<file path="config.mk">
export PLATFORM = sky130hd
export DESIGN_NAME = stream_mux
export DESIGN_NICKNAME = d
export VERILOG_FILES = /design/src/rtl/stream_mux.sv
export SDC_FILE = /design/constraint.sdc
export NUM_CORES = 1
export LEC_CHECK = 0
export ABC_AREA = 1
export CORE_MARGIN = 4
export CORE_UTILIZATION = 37
export DETAILED_ROUTE_END_ITERATION = 10
export GPL_TIMING_DRIVEN = 0
export PLACE_DENSITY = 0.82
export SKIP_LAST_GASP = 1
export SLEW_MARGIN = 20
export SYNTH_ARGS = -nofsm -noshare
export SYNTH_HDL_FRONTEND = slang
export SYNTH_SLANG_ARGS = --single-unit
</file>
<file path="constraint.sdc">
create_clock -name clk -period 2.15 [get_ports clk]
set_clock_uncertainty 0.05 [all_clocks]
set_input_delay 0.215 -clock clk [delete_from_list [all_inputs] [get_ports clk]]
set_output_delay 0.215 -clock clk [all_outputs]
set_load 0.02 [all_outputs]
</file>
<file path="src/rtl/stream_mux.sv">
// stream_mux: registered N-way valid/ready selector with fixed-select or round-robin arbitration
module stream_mux #(
  parameter int WIDTH  = 32,
  parameter int NUM_CH = 4,
  parameter int SEL_W  = 2
) (
  input  logic                    clk,
  input  logic                    rst_n,
  input  logic                    mode,
  input  logic [SEL_W-1:0]        sel,
  input  logic [NUM_CH-1:0]       in_valid,
  input  logic [NUM_CH*WIDTH-1:0] in_data,
  output logic [NUM_CH-1:0]       in_ready,
  output logic                    out_valid,
  output logic [WIDTH-1:0]        out_data,
  output logic [SEL_W-1:0]        out_ch,
  input  logic                    out_ready
);
  logic [SEL_W-1:0] ptr, hi_idx, lo_idx, idx;
  logic             hi_hit, lo_hit, fx_hit, hit, load_en, xfer;
  logic [WIDTH-1:0] nxt;
  // Round-robin split: lowest valid index above ptr wins, else lowest at or below ptr.
  always_comb begin
    hi_hit = 1'b0;
    lo_hit = 1'b0;
    hi_idx = '0;
    lo_idx = '0;
    fx_hit = 1'b0;
    for (int i = NUM_CH - 1; i >= 0; i--) begin
      if (in_valid[i] && SEL_W'(i) > ptr) begin
        hi_hit = 1'b1;
        hi_idx = SEL_W'(i);
      end
      if (in_valid[i] && SEL_W'(i) <= ptr) begin
        lo_hit = 1'b1;
        lo_idx = SEL_W'(i);
      end
      if (in_valid[i] && sel == SEL_W'(i)) fx_hit = 1'b1;
    end
  end
  assign hit     = mode ? (hi_hit | lo_hit) : fx_hit;
  assign idx     = mode ? (hi_hit ? hi_idx : lo_idx) : sel;
  assign load_en = !out_valid || out_ready;
  always_comb begin
    in_ready = '0;
    nxt      = '0;
    for (int i = 0; i < NUM_CH; i++) begin
      in_ready[i] = rst_n && hit && load_en && idx == SEL_W'(i);
      if (in_ready[i]) nxt = in_data[i*WIDTH +: WIDTH];
    end
  end
  assign xfer = |in_ready;
  always_ff @(posedge clk or negedge rst_n) begin
    if (!rst_n) begin
      out_valid <= 1'b0;
      out_data  <= '0;
      out_ch    <= '0;
      ptr       <= SEL_W'(NUM_CH - 1);
    end else if (xfer) begin
      out_valid <= 1'b1;
      out_data  <= nxt;
      out_ch    <= idx;
      ptr       <= idx;
    end else if (out_ready) begin
      out_valid <= 1'b0;
    end
  end
endmodule

</file>
### Word-level counts from Yosys, hierarchy flattened

Cells that the tools add are included.
W data, S select, Z words.

| word-level totals | value |
|---|---|
| flip-flop bits (word level) | 37 |
| latch bits | 0 |
| bits in writable memories | 0 |
| ROM bits | 0 |
| input port bits | 138 |
| output and inout bits | 39 |
| logic and storage cells | 72 |
| memories | 0 |

| operators by class | value |
|---|---|
| $add $sub $neg | 0 |
| $mul | 0 |
| divide/modulo/power cells | 0 |
| magnitude comparators | 8 |
| equality and inequality tests | 6 |
| shifts and indexed selects | 0 |
| muxes and demuxes | 29 |
| bitwise operators | 1 |
| reduce and logical (&&, ||, !) cells | 24 |

Operators with widths:

| cell | count |
|---|---|
| $mux W32 | 4 |
| $mux W2 | 10 |
| $logic_and A1 B1 Y1 | 18 |
| $mux W1 | 15 |
| $eq A2 B2 Y1 const B | 4 |
| $eq A2 B1 Y1 const B | 2 |
| $gt A1 B2 Y1 const A | 2 |
| $gt A2 B2 Y1 const A | 2 |
| $le A1 B2 Y1 const A | 2 |
| $le A2 B2 Y1 const A | 2 |
| $logic_not A2 Y1 | 2 |
| $reduce_or A4 Y1 | 1 |
| $reduce_bool A2 Y1 | 1 |
| $logic_not A1 Y1 | 1 |
| $logic_or A1 B1 Y1 | 1 |
| $or A1 B1 Y1 | 1 |

### Longest topological paths before layout

| logic depth | value |
|---|---|
| depth in word-level cells | 15 |
| depth in mapped cells | 13 |
| gate-level depth less buffers | 13 |

### Worst setup path after synthesis

No wires, ideal clock.

| path | value |
|---|---|
| path kind | reg2out |
| from | register ptr[0] |
| to | output in_ready[0] |
| arrival time | 1.761 ns |
| required time | 1.885 ns |
| setup slack | 0.124 ns |
| cell stages (with the launch flop) | 10 |
| buffers on the path | 1 |
| path through | dfstp_2 > inv_1 > nand2_2 > nor2_2 > nor2_2 > nand2_1 > nand2_2 > nand2_4 > clkbuf_1 > nor3_1 |

| on the way | value |
|---|---|
| longest elaborated chain between the ends | 11 |
| elaborated cells on any way between the ends | 40 |
| classes of those cells | 8 x order compare; 19 x mux; 1 x bitwise; 12 x reduce/logical |

RTL lines:

| what | line | source |
|---|---|---|
| start, declared | 19 | `logic [SEL_W-1:0] ptr, hi_idx, lo_idx, idx;` |
| start signal, assigned | 58 | `ptr <= SEL_W'(NUM_CH - 1);` |
| start signal, assigned | 63 | `ptr <= idx;` |
| $gt A2 B2 Y1 or $le A2 B2 Y1 (tied branches) | 30, 34 |  |
| $logic_and A1 B1 Y1 (on tied branches) | 30, 34 |  |
| $mux W1 (on tied branches) (4 in a row) | 30, 34 |  |
| $or A1 B1 Y1 | 41 | `assign hit = mode ? (hi_hit \| lo_hit) : fx_hit;` |
| $mux W1 | 41 |  |
| $logic_and A1 B1 Y1 (2 in a row) | 48 | `in_ready[i] = rst_n && hit && load_en && idx == SEL_W'(i);` |
| $logic_and A1 B1 Y1 (*) | 48 |  |
| end, declared | 13 | `output logic [NUM_CH-1:0] in_ready,` |

Every way passes the cells marked *; elsewhere a longest branch is shown, timed or not.

### Worst setup path after layout

| path | value |
|---|---|
| from | register ptr[0] |
| to | output in_ready[2] |

The elaborated chain is that of the path after synthesis.

==> summary.md <==
* 0.452 GHz — maximum frequency from static timing analysis
* sky130_fd_sc_hd__nand2_1 (208), sky130_fd_sc_hd__nand3_1 (71), sky130_fd_sc_hd__dfrtp_1 (35) — leading post-synthesis cells by instance count
* 895 ps — transition time of the tightest slew-check pin
* 702 — Placed Cells incl. Taps
* output pin — category of the worst setup path capture point
* 770 nW/um^2 — power per cell area
* sky130_fd_sc_hd__buf_6 — cell mode on critical path
* finished with violations — outcome
* 564 — Synth Net Count
* 0 — synthesis warning total
* 177 — Top Ports
* 31.9% — fraction of post-synthesis cell area in the top cell type by area
* 31 — floorplan row count
* 0 — number of synthesized flops with an enable pin
* inv_1 > nand2_4 > a21oi_1 > nand3_2 > nand3_2 > buf_6 > nor2_4 > buf_6 > inv_4 > nor2_4 > buf_6 — crit-path cells
* 734 — final non-filler cell total
* in_data[119] — worst min-delay path startpoint
* 0 — ANT nets after route
* 16.7 um — Routed wire per std cell
* 23 — Netlist cell types
* sky130_fd_sc_hd__dfstp_2 — crit path max-delay cell type
* -60.6 ps — post-route worst setup slack
* 0 — Antenna Cells
* 100% — fraction of registers with async set or reset after synthesis
* 17.8 mm — wire length of the first global-routing pass
* 1880 ps — worst endpoint required time
* 37.9% — Initial Util
* ptr[0] — R2R Path Start
* 8.87 mm — post-DP HPWL
* 5 — worst path buffer plus inverter count
* 207 — number of DRC violations after detailed-routing iteration 0
* 12.3 mm — wire length reported by the detailed router
* 88.0% — Area Growth Syn to Fin
* 15.1% — fraction of final layout cells sized beyond drive strength 1
* sky130_fd_sc_hd__nand2_1 — cell with the most instances after synthesis
* 3655 — vias in the first global route
* 5.16 — detail-routed via count per cell
* 5 — clock buffer count from CTS
* 2750 um^2 — mapped cell area
* flip-flop to output pin — critical path class
* 19 — largest net degree at the start of global routing
* 280 ps — clock latency on the worst-skew pair
* 7250 um^2 — total core area
* 94.2 um — die height
* 0 — Final Slew Violations
* sky130_fd_sc_hd__dfrtp_1 — library cell with the largest summed area after synthesis
* 426 — Cells after Synth
* 2210 ps — Period minus WS final
* 40.1% — Slew HR
* 8870 um^2 — Die Footprint
* 2.36 nW — static leakage
* flip-flops — cell type group with the largest total delay on the critical path
* 5 — number of iterations in the first detailed-routing pass
* 5 — CP max FO
* 25.5% — overall track demand over capacity in global routing
* 441 ps — smallest hold slack
* done — CTS tree
* 176 — count of buffers from port buffering
* 6.45 um^2 — Mean Syn Cell Area
* 3.98 mW — Final Power
* 37 — FF+latch count, synth
* flip-flop — CP Launch Type
* 1950 ps — Critical Path AT
* 0 — antenna violations before repair
* 0.498 mV — Peak supply drop
* 103% — fin crit share
* 80 ps — clock input transition at the sequential cells of the worst setup and hold paths
* ptr[0] — origin of the worst setup path
* 3791 — routed via count
* 37 — CTS sink count
* 0 — final hold viol count
* setup timing — violations in the final reports
* primary input to flip-flop — worst hold-check path type
* 33.8% — post-synthesis sequential area ratio
* yes — unrepaired setup endpoints after global routing
* sky130_fd_sc_hd__dfrtp_1 — dominant synthesized flop cell
* 0 — total congestion overflow
* 0 — number of max-cap violations
* 0 — number of DRC violations after detailed routing
* sky130_fd_sc_hd__clkbuf_8 — master cell of the clock root buffer
* 2 — Clock H-tree levels
* 9 — Final Setup Violations
* 2 — buffer levels on the longest clock path
* 772 — final net count
* sky130_fd_sc_hd__dfrtp_1 (32%), sky130_fd_sc_hd__nand2_1 (28%), sky130_fd_sc_hd__nand3_1 (13%) — largest cells by area after synthesis
* 94.2 um — die width
* 0.844 — routability cong.
* 580 ps — maximum single-stage delay on the critical path
## registers in the layout, indices dropped and copies added, names as in the netlist
register,flops
out_ch,2
out_data,32
out_valid,1
ptr,2
## layout by cell type (no fill, tap or decap), types with 5 or more instances in the layout
cell type | netlist | final
sky130_fd_sc_hd__nand2_1 | 208 | 203
sky130_fd_sc_hd__buf_6 | 4 | 17
sky130_fd_sc_hd__clkdlybuf4s50_1 | 0 | 171
sky130_fd_sc_hd__nor2_1 | 12 | 10
sky130_fd_sc_hd__inv_1 | 13 | 13
sky130_fd_sc_hd__clkbuf_8 | 0 | 7
sky130_fd_sc_hd__nand3_2 | 1 | 7
sky130_fd_sc_hd__o211ai_1 | 31 | 31
sky130_fd_sc_hd__buf_2 | 11 | 8
sky130_fd_sc_hd__buf_4 | 10 | 23
sky130_fd_sc_hd__nor2_4 | 2 | 5
sky130_fd_sc_hd__nand3_1 | 71 | 65
sky130_fd_sc_hd__dfrtp_1 | 35 | 35
sky130_fd_sc_hd__nand2_2 | 5 | 7
## power by group
group / leakage, nW / internal [mW] / switching (mW)
Clock: 0.0455 / 0.262 / 0.246
Combinational: 1.87 / 1.15 / 1.20
Sequential: 0.449 / 0.962 / 0.164
## logic make-up (layout without fill, tap and decap cells)
kind of cell | after synthesis | count (layout) | synth area share [%]
flops | 37 | 37 | 33.8
compound gates | 37 | 37 | 9.97
simple gates | 305 | 305 | 46.8
buf+inv | 47 | 256 | 9.47
## tightest hold or removal path, stage by stage
cell	delay, ps
sky130_fd_sc_hd__clkdlybuf4s50_1	390
sky130_fd_sc_hd__nand2_1	60
sky130_fd_sc_hd__nand3_1	60
## worst paths after layout
path	to	slack [ps]	cells past startpoint
max in group asynchronous	out_data[10]	790	3
hold reg to reg	out_ch[1]	450	2
setup reg to reg	out_data[13]	-10	15
hold / removal	out_data[23]	440	3
min in group asynchronous	out_data[23]	580	2
setup / recovery	in_ready[2]	-60	11
## metal layers
layer  wire length (um)  vias up  GRT usage [%]
met5                  0        -              0
met4                159        0           6.14
met3               1340       18           7.37
met2               6340      196           47.5
met1               4430     1780           28.3
li1                   -     1797              -
## per-stage QoR
stage	TNS (ps)	cell area [um^2]	utilization, %	setup WS [ps]
floorplan	0	2750	-	124
global placement	-57980	4630	63.9	-1950
detailed placement	-6250	4660	64.2	-816
CTS	-121	4950	68.3	-45.6
global route	-3480	5170	71.3	-162
finish	-184	5170	71.3	-60.6
## final cells by class
class / count / area (um^2)
fill: 606 / 2080
timing repair buffer: 203 / 2040
multi-input combinational: 342 / 1650
sequential: 37 / 928
buffer: 27 / 255
tap: 99 / 124
clock buffer: 8 / 90.1
inverter: 18 / 80.1
## repair_timing
action                                  in CTS  in global routing
endpoints found under the setup margin       4                 36
endpoints found under the hold margin       17                  0
pin swaps                                   12                 16
cloned                                       0                  4
hold buffers                                 3                  0
gates resized for setup                     42                 40
setup buffers                               15                  4
(Power assumes the default switching activity.)
